### src/rtl/dmem_pkg.sv
// -----------------------------------------------------------------------------
// dmem_pkg
// Shared constants for the data-memory arbiter: access codes carried on the
// *_rwe buses, the default data-memory depth, and a small decode helper.
// -----------------------------------------------------------------------------
package dmem_pkg;

    localparam int DMEM_DEPTH = 64;

    localparam logic [1:0] RWE_LOAD = 2'd0;
    localparam logic [1:0] RWE_SB   = 2'd1;
    localparam logic [1:0] RWE_SH   = 2'd2;
    localparam logic [1:0] RWE_SW   = 2'd3;

    // True for any access code that writes memory.
    function automatic logic is_store(input logic [1:0] rwe);
        return (rwe == RWE_SB) || (rwe == RWE_SH) || (rwe == RWE_SW);
    endfunction

endpackage

### src/rtl/dmem_arbiter_rr_arb2.sv
// -----------------------------------------------------------------------------
// rr_arb2
// Two-way round-robin pick. With a single requester that requester wins; with
// both requesting, the port that was not granted most recently wins.
//
// Ports:
//   req[1:0]  in   request vector (bit i = port i)
//   last      in   index of the most recently granted port
//   gnt[1:0]  out  grant vector, one-hot or zero
// -----------------------------------------------------------------------------
module rr_arb2 (
    input  logic [1:0] req,
    input  logic       last,
    output logic [1:0] gnt
);

    assign gnt[0] = req[0] & (~req[1] |  last);
    assign gnt[1] = req[1] & (~req[0] | ~last);

endmodule

### src/rtl/dmem_arbiter.sv
// -----------------------------------------------------------------------------
// dmem_arbiter
// Shares one single-port data memory between requester 0 (core load/store)
// and requester 1 (debug/loader). Grant is combinational, so a lone request is
// served in the cycle it appears; ties alternate round-robin. Every transfer
// gets a one-cycle response (rvalid) the cycle after the grant, carrying the
// memory read data sampled on the transfer edge (pre-store contents for
// stores).
//
// Configuration macro:
//   DMEM_ARB_RANGE_CHECK_EN  when defined, a granted access with addr >= DEPTH
//                            is suppressed at the memory (no store) and
//                            answered with err = 1, rdata = 0. When undefined,
//                            addresses pass through and err is always 0.
//
// Ports:
//   clk, rst                  clock, synchronous active-high reset
//   m0_req/addr/wdata/rwe     requester 0 request fields (in)
//   m0_gnt                    requester 0 accepted this cycle (out)
//   m0_rvalid/rdata/err       requester 0 response (out)
//   m1_*                      requester 1, same as m0_*
//   mem_a, mem_wd, mem_rwe    address, store data, access code to memory (out)
//   mem_rd                    combinational read data from memory (in)
// -----------------------------------------------------------------------------
module dmem_arbiter
    import dmem_pkg::*;
#(
    parameter int DEPTH = DMEM_DEPTH,
    parameter int DW    = 32
) (
    input  logic          clk,
    input  logic          rst,

    input  logic          m0_req,
    input  logic [DW-1:0] m0_addr,
    input  logic [DW-1:0] m0_wdata,
    input  logic [1:0]    m0_rwe,
    output logic          m0_gnt,
    output logic          m0_rvalid,
    output logic [DW-1:0] m0_rdata,
    output logic          m0_err,

    input  logic          m1_req,
    input  logic [DW-1:0] m1_addr,
    input  logic [DW-1:0] m1_wdata,
    input  logic [1:0]    m1_rwe,
    output logic          m1_gnt,
    output logic          m1_rvalid,
    output logic [DW-1:0] m1_rdata,
    output logic          m1_err,

    output logic [DW-1:0] mem_a,
    output logic [DW-1:0] mem_wd,
    output logic [1:0]    mem_rwe,
    input  logic [DW-1:0] mem_rd
);

`ifdef DMEM_ARB_RANGE_CHECK_EN
    localparam bit RANGE_CHECK = 1'b1;
`else
    localparam bit RANGE_CHECK = 1'b0;
`endif

    logic [1:0]    req;
    logic [1:0]    gnt_raw;
    logic [1:0]    gnt;
    logic          last;

    logic [DW-1:0] g_addr;
    logic [DW-1:0] g_wdata;
    logic [1:0]    g_rwe;
    logic          oor;

    logic [1:0]    vld_p1;
    logic [1:0]    err_p1;
    logic [DW-1:0] rdata0_p1;
    logic [DW-1:0] rdata1_p1;

    assign req = {m1_req, m0_req};

    rr_arb2 u_rr_arb2 (
        .req  (req),
        .last (last),
        .gnt  (gnt_raw)
    );

    // Grants are blocked while in reset so nothing reaches memory.
    assign gnt    = rst ? 2'b00 : gnt_raw;
    assign m0_gnt = gnt[0];
    assign m1_gnt = gnt[1];

    // Memory-side mux; idle cycles park on m0's address with a load code.
    always_comb begin
        g_addr  = m0_addr;
        g_wdata = m0_wdata;
        g_rwe   = RWE_LOAD;
        if (gnt[1]) begin
            g_addr  = m1_addr;
            g_wdata = m1_wdata;
            g_rwe   = m1_rwe;
        end else if (gnt[0]) begin
            g_addr  = m0_addr;
            g_wdata = m0_wdata;
            g_rwe   = m0_rwe;
        end
    end

    // Folds to 0 when range checking is compiled out.
    assign oor = RANGE_CHECK && (g_addr >= DW'(DEPTH));

    assign mem_a   = g_addr;
    assign mem_wd  = g_wdata;
    assign mem_rwe = (oor && is_store(g_rwe)) ? RWE_LOAD : g_rwe;

    // ---- stage p0 -> p1: transfer edge, capture response ----
    always_ff @(posedge clk) begin
        if (rst) begin
            last      <= 1'b1;
            vld_p1    <= 2'b00;
            err_p1    <= 2'b00;
            rdata0_p1 <= '0;
            rdata1_p1 <= '0;
        end else begin
            vld_p1 <= gnt;
            err_p1 <= gnt & {2{oor}};
            if (|gnt) begin
                last <= gnt[1];
            end
            if (gnt[0]) begin
                rdata0_p1 <= oor ? '0 : mem_rd;
            end
            if (gnt[1]) begin
                rdata1_p1 <= oor ? '0 : mem_rd;
            end
        end
    end

    // A response due in a cycle where rst has risen is discarded.
    assign m0_rvalid = vld_p1[0] & ~rst;
    assign m1_rvalid = vld_p1[1] & ~rst;
    assign m0_err    = err_p1[0] & ~rst;
    assign m1_err    = err_p1[1] & ~rst;
    assign m0_rdata  = rdata0_p1;
    assign m1_rdata  = rdata1_p1;

endmodule
### config.mk
export PLATFORM = sky130hd
export DESIGN_NAME = dmem_arbiter
export DESIGN_NICKNAME = d
export VERILOG_FILES = /design/src/rtl/dmem_pkg.sv /design/src/rtl/dmem_arbiter_rr_arb2.sv /design/src/rtl/dmem_arbiter.sv
export SDC_FILE = /design/constraint.sdc
export NUM_CORES = 1
export LEC_CHECK = 0
export ABC_CLOCK_PERIOD_IN_PS = 4100
export BUFFER_PORTS_ARGS = -buffer_cell sky130_fd_sc_hd__clkbuf_2
export CAP_MARGIN = 20
export CELL_PAD_IN_SITES_DETAIL_PLACEMENT = 1
export CELL_PAD_IN_SITES_GLOBAL_PLACEMENT = 1
export CORE_AREA = 3 3 117 119
export CTS_CLUSTER_SIZE = 40
export DETAILED_ROUTE_END_ITERATION = 12
export DIE_AREA = 0 0 120 122
export HOLD_SLACK_MARGIN = 0.08
export PLACE_DENSITY = 0.88
export SYNTH_ARGS = -nofsm -noshare
export SYNTH_HDL_FRONTEND = slang
export SYNTH_HIERARCHICAL = 1
export SYNTH_SLANG_ARGS = --single-unit
### constraint.sdc
create_clock -name clk -period 4.1 [get_ports clk]
set_input_delay 0.205 -clock clk [delete_from_list [all_inputs] [get_ports clk]]
set_output_delay 0.205 -clock clk [all_outputs]
set_load 0.05 [all_outputs]
=== After elaboration in Yosys (flattened, before gate mapping) ===
Index checks and enable logic that the tools add are counted.
W data, S select, Z words.

* Flip-flop bits (word level): 67
* Latch bits: 0
* Bits in writable memories: 0
* Memory bits (read-only): 0
* Bits of input ports: 168
* Output and inout port bits: 136
* Logic and storage cells: 20
* Memories kept: 0

* Add/sub/neg operators: 0
* Multiply operators: 0
* Div/mod/pow operators: 0
* Magnitude comparators: 0
* Equal/unequal tests: 0
* Shifts and indexed selects: 0
* Mux-type cells: 5
* Bitwise gates (word level): 10
* Reduce and logical (&&, ||, !) cells: 1

{| class="wikitable"
|+ Operator list
! cell !! count
|-
| $mux W32 || 2
|-
| $mux W2 || 3
|-
| $and A1 B1 Y1 || 4
|-
| $not A1 Y1 || 4
|-
| $or A1 B1 Y1 || 2
|-
| $reduce_or A2 Y1 || 1
|}

=== Logic depth before layout (Yosys ltp) ===
* Depth in word-level cells: 6
* Depth in mapped cells: 7
* Depth with buffers taken out: 4

=== By module ===
Netlist, hierarchy kept.

{| class="wikitable"
|+ By module, submodules not included
! module !! times used !! cells an instance !! area each (µm²) !! sequential area each (µm²)
|-
| dmem_arbiter || 1 || 297 || 3326.9 || 1341.3
|-
| rr_arb2 || 1 || 3 || 18.8 || 0.0
|}

=== Worst setup path before layout ===
No wires, ideal clock.

* Kind: register to output
* From: register last
* To: output m0_gnt
* Arrival: 1700 ps
* Setup slack: 2195 ps
* Stages on the path, launching flop included: 6
* Buffers on the path: 2
* Cells stage by stage: dfxtp_1 > inv_1 > a21boi_1 > buf_2 > buf_2 > nor2b_1

* Cells in the longest elaborated chain, start to end: 3

{| class="wikitable"
|+ Ends and longest elaborated chain
! element !! line !! source
|-
| from (decl) || dmem_arbiter.sv:67 || <nowiki>logic last;</nowiki>
|-
| from (signal assigned) || dmem_arbiter.sv:127 || <nowiki>last <= gnt[1];</nowiki>
|-
| $or A1 B1 Y1 || dmem_arbiter_rr_arb2.sv:17 || <nowiki>assign gnt[0] = req[0] & (~req[1] | last);</nowiki>
|-
| $and A1 B1 Y1 || dmem_arbiter_rr_arb2.sv:17 ||
|-
| net gnt_raw[0] || dmem_arbiter.sv:65 || <nowiki>logic [1:0] gnt_raw;</nowiki>
|-
| $mux W2 || dmem_arbiter.sv:88 || <nowiki>assign gnt = rst ? 2'b00 : gnt_raw;</nowiki>
|-
| to (decl) || dmem_arbiter.sv:38 || <nowiki>output logic m0_gnt,</nowiki>
|}

The timed path passes the listed nets, and every way through them passes these cells.

=== Final worst setup path ===
* From: register last
* To: output mem_a[10]

* Cells in the longest elaborated chain, start to end: 5

{| class="wikitable"
|+ Ends and longest elaborated chain
! element !! line !! source
|-
| $not A1 Y1 || dmem_arbiter_rr_arb2.sv:18 || <nowiki>assign gnt[1] = req[1] & (~req[0] | ~last);</nowiki>
|-
| $or A1 B1 Y1 || dmem_arbiter_rr_arb2.sv:18 ||
|-
| $and A1 B1 Y1 || dmem_arbiter_rr_arb2.sv:18 ||
|-
| net gnt_raw[1] || dmem_arbiter.sv:65 ||
|-
| $mux W2 || dmem_arbiter.sv:88 ||
|-
| $mux W32 || dmem_arbiter.sv:97 || <nowiki>if (gnt[1]) begin</nowiki>
|-
| to (decl) || dmem_arbiter.sv:52 || <nowiki>output logic [DW-1:0] mem_a,</nowiki>
|}

The timed path passes the listed nets, and every way through them passes these cells.

==> summary.md <==
| Metric | Value |
|---|---|
| Status | finished clean |
| Post_cts resized | 0 |
| CTS max path bufs | 2 |
| Die width | about 120 µm |
| Post-synthesis cell type count | 19 |
| Max FO, Critical Path | 66 |
| Vias in the first global route | ~3700 |
| Initial Utilization | 26.4% |
| Crit path arrival time | around 2300 ps |
| Main synth FF type | dfxtp_1 |
| Critical-path cell list | a21boi_4, nand2b_4, mux2_2, clkbuf_2 |
| Post-Syn Area | 0.00335 mm² |
| RSZ-0062 raised after global routing | false |
| Peak VDD IR | 359 µV |
| CTS tree | done |
| Post-route ant nets | 0 |
| Gpl congestion | around 1.0 |
| Fraction of the yosys area taken by sequential cells | about two fifths |
| Drc violations | 0 |
| Yosys reg bits | 67 |
| CP endpoint kind | output pin |
| DR iter-0 viols | 137 |
| Post-Place Cells | 752 |
| First-pass GRT wire length | 21900 µm |
| Average cell area after synthesis | 11.2 µm² |
| Delay-heaviest family, CP | simple AND/OR/NAND/NOR gates |
| Slew @ Worst Pin | 1070 ps |
| Reg clk slew, reported paths | 50 ps |
| Fin. Hold Viols | 0 |
| Worst Path Buf+Inv | 1 |
| GRT overflow | 0 |
| Commonest cells in the netlist | 67 x dfxtp_1, 65 x nor2_1, 64 x mux2i_1, 38 x mux2_4, 26 x mux2_2 |
| FILL cells | 1533 |
| CTS Root Cell | clkbuf_16 |
| Nets | 759 |
| Cell row count | 41 |
| Die footprint | 0.0146 mm² |
| CTS buffer count | 9 |
| Synth Instances | 300 |
| Slew Viols, Final | 0 |
| Postcts setup bufs | 0 |
| Most frequent cell after synthesis | dfxtp_1 |
| DP HPWL | 12800 µm |
| IO Pins | 304 |
| Synth warnings | 6 |
| Layout area overhead | 56.5% |
| CORE AREA | between 0.01 and 0.015 mm² |
| Endpoints failing setup | 0 |
| Antenna diodes | 0 |
| Initial antenna violation count | 0 |
| Cell accounting for the most synthesized area | dfxtp_1 |
| Pwr dens | 411 mW/mm² |
| Routed WL per cell | around 20 µm |
| Setup Crit Path Kind | reg2out |
| CP max-delay cell | nand2b_4 |
| CP required | approximately 3900 ps |
| Post-route setup TNS | 0 ps |
| Leakage | 2.94 nW |
| HP Class | in2reg |
| Htree depth | 3 |
| Ranking of synthesized cells by area | dfxtp_1 40%, mux2i_1 19%, mux2_4 17%, mux2_2 8.8%, nor2_1 7.3% |
| Final Cycle Share | around 61% |
| Clock latency on the worst-skew pair | 320 ps |
| Critical path startpoint category | flip-flop |
| Routed vias/inst | about 4.4 |
| Largest net degree at the start of global routing | 70 |
| Max-cap viol count | 0 |
| Share of cells above drive strength 1 | 64.9% |
| EDFF count, synth | 0 |
| Clock Sinks | 67 |
| Worst stage delay on the critical path | 770 ps |
| Ys async rst share | 0% |
| Tot GR Track Use | 19.8% |
| Number of hold buffers added after CTS | 0 |
| Fin cells | 767 |
| Min Clock Period, post-route | 2490 ps |
| Yosys top cell area share | 40.1% |
| Fmax | 0.402 GHz |
| Total number of vias | 3370 |
| Worst Skew | 2.10 ps |
| Hold_ws | 140 ps |
| PortBufs | 301 |
| Worst slew margin | 28.4% |
| Pre-antenna DRT Iters | 4 |
| Final WL | 15400 µm |
| Die Span Y | around 120 µm |
-- worst paths after layout --
kind              slack, ps                 startpoint                         to  cells past startpoint
hold / removal          140                  mem_rd[4]   m1_rdata[4]$_SDFFE_PP0P_                      3
setup reg to reg       2080          last$_SDFFE_PP1P_  m0_rdata[13]$_SDFFE_PP0P_                      5
setup / recovery       1610          last$_SDFFE_PP1P_                  mem_a[10]                      4
hold reg to reg         490  m0_rdata[25]$_SDFFE_PP0P_  m0_rdata[25]$_SDFFE_PP0P_                      2
-- layer usage --
layer,vias to the layer above,GRT usage (%),wire length (µm)
met2,177,37.3,8210
met5,-,0,0
met4,0,8.38,457
met1,1569,19.2,5220
met3,27,7.57,1460
li1,1597,-,-
-- per-stage QoR --
step                worst slack, ps  cell area (µm²)  power [mW]  utilization (%)
global route                   1510             5240        2.24             41.3
finish                         1610             5240        2.16             41.3
CTS                            1590             5240        2.18             41.3
floorplan                      2190             3350        1.24                -
detailed placement             1940             4960        1.46             39.1
global placement               2020             4960        1.44             39.1
-- placed cells by master (no fill, tap or decap), types with 4 or more instances in the layout --
cell / instances
nor2b_1: 4
clkbuf_16: 9
mux2_4: 38
mux2i_1: 64
clkbuf_2: 301
mux2_2: 26
nor2_1: 65
dfxtp_1: 67
-- worst reg2reg max path: stages, from the launching register on --
cell	delay (ps)
dfxtp_1	380
inv_1	90
a21boi_4	570
buf_4	500
mux2i_1	270
nor2_1	60
-- cells by family (layout without fill, tap and decap cells) --
logic type	after synthesis	after routing	synth area share, %
multiplexers	128	128	45.0
AND/OR/NAND/NOR	70	70	8.45
flip-flops	67	67	40.1
buffers and inverters	29	323	5.20
AO/OA/AOI/OAI	5	5	1.20
other	1	2	0.112
-- power breakdown --
part           leakage (nW)  internal (mW)  switching, mW
clock network         0.141          0.453          0.260
registers             0.551          0.693         0.0222
logic                  2.25          0.227          0.500
total                  2.94           1.37          0.783
-- cell type report --
| type | instances | area (µm²) | share of cell area [%] |
|---|---|---|---|
| clock buffer | 13 | 270 | 5.16 |
| clock inverter | 2 | 10.0 | 0.191 |
| inverter | 4 | 15.0 | 0.287 |
| multi-input combinational | 205 | 1860 | 35.5 |
| sequential | 67 | 1340 | 25.6 |
| tap | 172 | 215 | 4.11 |
| timing repair buffer | 304 | 1530 | 29.2 |
-- registers in the layout, indices dropped and copies added, names as in the netlist --
signal / count
m1_rdata: 32
m0_rdata: 32
vld_p1: 2
last: 1
No activity file was read; power rests on OpenSTA's default activity.
